[config.mk]
export PLATFORM = sky130hd
export DESIGN_NAME = fork_join_tracker_flat
export DESIGN_NICKNAME = d
export VERILOG_FILES = /design/src/rtl/fork_join_tracker_if.sv /design/src/rtl/fork_join_tracker.sv /design/src/flat_wrapper.sv
export SDC_FILE = /design/constraint.sdc
export NUM_CORES = 1
export LEC_CHECK = 0
export BUFFER_PORTS_ARGS = -buffer_cell sky130_fd_sc_hd__buf_2
export CAP_MARGIN = 25
export CORE_MARGIN = 5
export CORE_UTILIZATION = 58
export DETAILED_ROUTE_END_ITERATION = 8
export PLACE_DENSITY = 0.84
export SYNTH_ARGS = -nofsm -noshare
export SYNTH_HDL_FRONTEND = slang
export SYNTH_SLANG_ARGS = --single-unit
[constraint.sdc]
create_clock -name clk -period 4.5 [get_ports clk]
set_clock_uncertainty 0.15 [all_clocks]
set_input_delay 0.675 -clock clk [delete_from_list [all_inputs] [get_ports clk]]
set_output_delay 0.675 -clock clk [all_outputs]
set_load 0.005 [all_outputs]
[src/rtl/fork_join_tracker_if.sv]
// Launch/observe bundle between a sequencer and the fork/join tracker.
interface fork_join_tracker_if #(
   parameter int NUM_TASKS = 3,
   parameter int DLY_W     = 8,
   parameter int ID_W      = 4
);
   logic                       start;
   logic [NUM_TASKS-1:0]       task_en;
   logic [NUM_TASKS*DLY_W-1:0] delay_i;
   logic [1:0]                 join_mode;
   logic                       busy;
   logic [NUM_TASKS-1:0]       active;
   logic [NUM_TASKS-1:0]       task_done;
   logic                       join_release;
   logic [ID_W-1:0]            first_id;
   logic                       all_done;
   logic                       start_err;

   modport master (
      output start, task_en, delay_i, join_mode,
      input  busy, active, task_done, join_release, first_id, all_done, start_err
   );

   modport slave (
      input  start, task_en, delay_i, join_mode,
      output busy, active, task_done, join_release, first_id, all_done, start_err
   );
endinterface

[src/rtl/fork_join_tracker.sv]
// Launches up to NUM_TASKS parallel countdowns per start and reports join/all-done events.
//
// state       | meaning
// ------------+-----------------------------------------------------------
// S_IDLE      | no launch in flight, start accepted here
// S_WAIT_JOIN | tasks running, join condition (all or any) not yet met
// S_WAIT_ALL  | join released, waiting for the remaining tasks to finish
module fork_join_tracker #(
   parameter int NUM_TASKS = 3,
   parameter int DLY_W     = 8,
   parameter int ID_W      = 4
) (
   input logic                clk,
   input logic                rst_n,
   fork_join_tracker_if.slave bus
);

   typedef enum logic [1:0] {
      S_IDLE      = 2'd0,
      S_WAIT_JOIN = 2'd1,
      S_WAIT_ALL  = 2'd2
   } state_t;

   localparam logic [1:0] MODE_ANY  = 2'd1;
   localparam logic [1:0] MODE_NONE = 2'd2;

   state_t               state;
   logic [DLY_W-1:0]     cnt [NUM_TASKS];
   logic [NUM_TASKS-1:0] active_q;
   logic [NUM_TASKS-1:0] done_v;
   logic [NUM_TASKS-1:0] remain_v;
   logic                 any_q;
   logic                 rel_pend;
   logic                 start_err_q;
   logic [ID_W-1:0]      first_q;
   logic [ID_W-1:0]      enc_id;
   logic                 all_done_c;
   logic                 first_hit;
   logic                 release_c;

   always_comb begin
      done_v = '0;
      enc_id = '0;
      for (int i = 0; i < NUM_TASKS; i++) begin
         done_v[i] = active_q[i] && (cnt[i] == '0);
      end
      // Downward scan so the lowest completing index wins a tie.
      for (int i = NUM_TASKS - 1; i >= 0; i--) begin
         if (done_v[i]) enc_id = ID_W'(i);
      end
      remain_v   = active_q & ~done_v;
      all_done_c = (state != S_IDLE) && (remain_v == '0);
      first_hit  = (state == S_WAIT_JOIN) && any_q && ((|done_v) || all_done_c);
      release_c  = 1'b0;
      case (state)
         S_WAIT_JOIN: release_c = any_q ? first_hit : all_done_c;
         S_WAIT_ALL:  release_c = rel_pend;
         default:     release_c = 1'b0;
      endcase
   end

   always_ff @(posedge clk or negedge rst_n) begin
      if (!rst_n) begin
         state       <= S_IDLE;
         active_q    <= '0;
         any_q       <= 1'b0;
         rel_pend    <= 1'b0;
         start_err_q <= 1'b0;
         first_q     <= '0;
         for (int i = 0; i < NUM_TASKS; i++) cnt[i] <= '0;
      end else begin
         start_err_q <= bus.start && (state != S_IDLE);
         rel_pend    <= 1'b0;

         for (int i = 0; i < NUM_TASKS; i++) begin
            if (active_q[i]) begin
               if (done_v[i]) active_q[i] <= 1'b0;
               else           cnt[i]      <= cnt[i] - 1'b1;
            end
         end

         case (state)
            S_IDLE: begin
               if (bus.start) begin
                  for (int i = 0; i < NUM_TASKS; i++) begin
                     if (bus.task_en[i]) begin
                        active_q[i] <= 1'b1;
                        cnt[i]      <= bus.delay_i[i*DLY_W +: DLY_W];
                     end
                  end
                  any_q   <= (bus.join_mode == MODE_ANY);
                  first_q <= '0;
                  if (bus.join_mode == MODE_NONE) begin
                     state    <= S_WAIT_ALL;
                     rel_pend <= 1'b1;
                  end else begin
                     state <= S_WAIT_JOIN;
                  end
               end
            end
            S_WAIT_JOIN: begin
               if (first_hit) first_q <= enc_id;
               if (all_done_c)     state <= S_IDLE;
               else if (first_hit) state <= S_WAIT_ALL;
            end
            S_WAIT_ALL: begin
               if (all_done_c) state <= S_IDLE;
            end
            default: state <= S_IDLE;
         endcase
      end
   end

   assign bus.busy         = (state != S_IDLE);
   assign bus.active       = active_q;
   assign bus.task_done    = done_v;
   assign bus.join_release = release_c;
   assign bus.first_id     = first_hit ? enc_id : first_q;
   assign bus.all_done     = all_done_c;
   assign bus.start_err    = start_err_q;

endmodule

[src/flat_wrapper.sv]
// flat-port wrapper written by rule: the top's interface ports become plain ports
module fork_join_tracker_flat 
#(
   parameter int NUM_TASKS = 3,
   parameter int DLY_W     = 8,
   parameter int ID_W      = 4
)
  (clk, rst_n, bus_start, bus_task_en, bus_delay_i, bus_join_mode, bus_busy, bus_active, bus_task_done, bus_join_release, bus_first_id, bus_all_done, bus_start_err);
  fork_join_tracker_if #(.NUM_TASKS(NUM_TASKS), .DLY_W(DLY_W), .ID_W(ID_W)) bus_i ();
  input logic clk;
  input logic rst_n;
  input wire logic [$bits(bus_i.start)-1:0] bus_start;
  input wire logic [$bits(bus_i.task_en)-1:0] bus_task_en;
  input wire logic [$bits(bus_i.delay_i)-1:0] bus_delay_i;
  input wire logic [$bits(bus_i.join_mode)-1:0] bus_join_mode;
  output wire logic [$bits(bus_i.busy)-1:0] bus_busy;
  output wire logic [$bits(bus_i.active)-1:0] bus_active;
  output wire logic [$bits(bus_i.task_done)-1:0] bus_task_done;
  output wire logic [$bits(bus_i.join_release)-1:0] bus_join_release;
  output wire logic [$bits(bus_i.first_id)-1:0] bus_first_id;
  output wire logic [$bits(bus_i.all_done)-1:0] bus_all_done;
  output wire logic [$bits(bus_i.start_err)-1:0] bus_start_err;
  assign bus_i.start = bus_start;
  assign bus_i.task_en = bus_task_en;
  assign bus_i.delay_i = bus_delay_i;
  assign bus_i.join_mode = bus_join_mode;
  assign bus_busy = bus_i.busy;
  assign bus_active = bus_i.active;
  assign bus_task_done = bus_i.task_done;
  assign bus_join_release = bus_i.join_release;
  assign bus_first_id = bus_i.first_id;
  assign bus_all_done = bus_i.all_done;
  assign bus_start_err = bus_i.start_err;
  fork_join_tracker #(.NUM_TASKS(NUM_TASKS), .DLY_W(DLY_W), .ID_W(ID_W)) u_core (.clk(clk), .rst_n(rst_n), .bus(bus_i));
endmodule
==> results.tsv <==
metric	value	unit
antenna_found_initial	0	
seq_area	901	µm²
ys_ff_latch	36	
grt.total_usage	19.4	%
ir_worst_vdd	375	µV
cts_made_buffers	5	
area_delta_synth_final	18.2	%
relSlewSlack	45.8	%
leakage	1.10	nW
tns	0	ns
drtPass1Iterations	4	
core_area	0.00361	mm²
clkSinkCount	36	
cp-startpoint	u_core.cnt[16]	
yosys.cell_types.count	46	
clockBufferDepth	2	
grt_pass1_vias	1791	
cts.repair.resized	0	
postRouteAntennaNets	0	
grt_max_degree	37	
cts_setup_buffers	0	
period_minus_slack	3.40	ns
grt_overflow_total	0	
cap_violations	0	
die-area	0.00497	mm²
post-dp-hpwl	3290	µm
timing.rr.end	u_core.first_q[0]	
diodes	0	
hold_violations	0	
crit_arrival	2.57	ns
nets	318	
h-tree-depth	2	
p_per_area	633	mW/mm²
viasPerCell	5.41	
rsz0062_at_grt	no	
num_rows	22	
setup_viol	0	
synth_ff_type	dfrtp_1	
worstPathRequired	3.67	ns
yosysTopAreaCell	dfrtp_1	
critPathKind	flop to primary output	
grt_pass1_wl	7690	µm
drc	0	
port_buffers	45	
die_w	70.5	µm
place_inst	321	
drt_wl_total	4460	µm
yosysWarnings	0	
synth-seq-area-share	42.5	%
die_h	70.5	µm
async_flop_share	100	%
path_clk_slew	0.08	ns
num_vias	1779	
r2r-start	u_core.cnt[16]	
mostFrequentLayoutCells	buf_2, nand2_1, dfrtp_1, o21ai_0, inv_1	
layout_commonest_cell	buf_2	
synth_fp_nets	273	
r2r_cells	7	
crit_fanout	7	
routabilityCongestion	0.873	
drt_iter0_markers	80	
synthTopCellsByArea	dfrtp_1, nand2_1, o21ai_0	
wl_per_cell	13.6	µm
pin_count	46	
startpoint_type	flop	
clock.fmax	294	MHz
min_path_type	primary input to asynchronous set/reset pin	
synth_top_area_share	42.5	%
endpoint_kind	primary output	
ctsHoldBuffers	0	
finalCritPeriodShare	75.5	%
worst_slew_pin_slew	0.813	ns
fillers	289	
r2r_slack	2.07	ns
synth_edf_count	0	
multiInputGateArea	0.00113	mm²
clk_latency	0.29	ns
cts_root_buf	clkbuf_8	
synthCells	235	
avgSynthCellArea	9.02	µm²
maxSlewViolCount	0	
drive_gt1_share	22.4	%
synth_area	0.00212	mm²
start_util	58.8	%
worstSetupEndpoint	bus_first_id[0]	
cts_tree	yes	
fin_cells	329	
status	finished, final reports clean	
worst max-delay path: stages, from the launching register on:
cell,delay (ns)
dfrtp_1,0.38
inv_1,0.09
ha_1,0.22
or4b_1,0.49
o21ai_2,0.35
nand4_4,0.17
a21o_1,0.24
a22o_1,0.23
buf_2,0.12
layer usage:
metal	up-vias	part of all wire, %	wire length, µm	GRT usage (%)
met5	-	0	0	0
met4	0	1.6	72	7.87
met3	11	4.5	203	5.47
met2	31	49	2190	32.6
met1	829	45	2000	23.0
li1	908	-	-	-
logic make-up after synthesis:
group / Yosys count / synth area share, %
XOR/XNOR: 18 / 7.43
buffers and inverters: 23 / 4.07
multiplexers: 3 / 1.53
AO/OA/AOI/OAI: 55 / 17.4
AND/OR/NAND/NOR: 94 / 23.5
flip-flops: 36 / 42.5
adder cells (fa/ha/maj): 6 / 3.54
worst min-delay path by stage:
| stage | endpoint | slack (ns) |
|---|---|---|
| after global routing | u_core.first_q[2] | 0.38 |
| after global placement | u_core.first_q[2] | 0.35 |
| after floorplan | u_core.any_q | 0.23 |
| after detailed placement | u_core.first_q[2] | 0.35 |
| after CTS | u_core.cnt[6] | 0.34 |
| final | u_core.bus.start_err | 0.32 |
cells in the mapped netlist, drive strengths merged (4+ instances only):
master	instances
nor2	8
or4	4
xor2	7
inv	16
or3	7
nand2	39
xnor2	11
ha	6
nor3	7
o21ai	29
clkbuf	7
dfrtp	36
a21oi	6
nand3	7
per-stage QoR:
step,setup slack [ns],total power [mW],instance area [µm²],utilization [%],hold slack (ns)
detailed placement,1.41,1.27,2380,66.0,0.351
CTS,1.09,1.59,2510,69.5,0.335
global route,0.937,1.72,2510,69.5,0.378
floorplan,1.68,1.10,2120,-,0.229
global placement,1.48,1.25,2380,66.0,0.351
finish,1.10,1.59,2510,69.5,0.321
power by group:
group          switching, mW  internal (mW)
Combinational          0.362          0.305
Sequential             0.141          0.468
Clock                  0.115          0.195
Total                  0.618          0.968
sequential cells by signal (all words and copies together) (netlist names):
signal                cells
u_core.rel_pend           1
u_core.state              2
u_core.cnt               24
u_core.bus.active         3
u_core.any_q              1
u_core.bus.start_err      1
u_core.first_q            4
area by class of cell:
cell class                 count  share of cell area (%)
clock buffer                   7                    3.84
clock inverter                 1                    1.20
inverter                      16                    2.40
multi-input combinational    176                    45.2
sequential                    36                    35.9
tap                           48                    2.40
timing repair buffer          45                    8.99
Note: power is estimated with default switching activity, not from simulation.
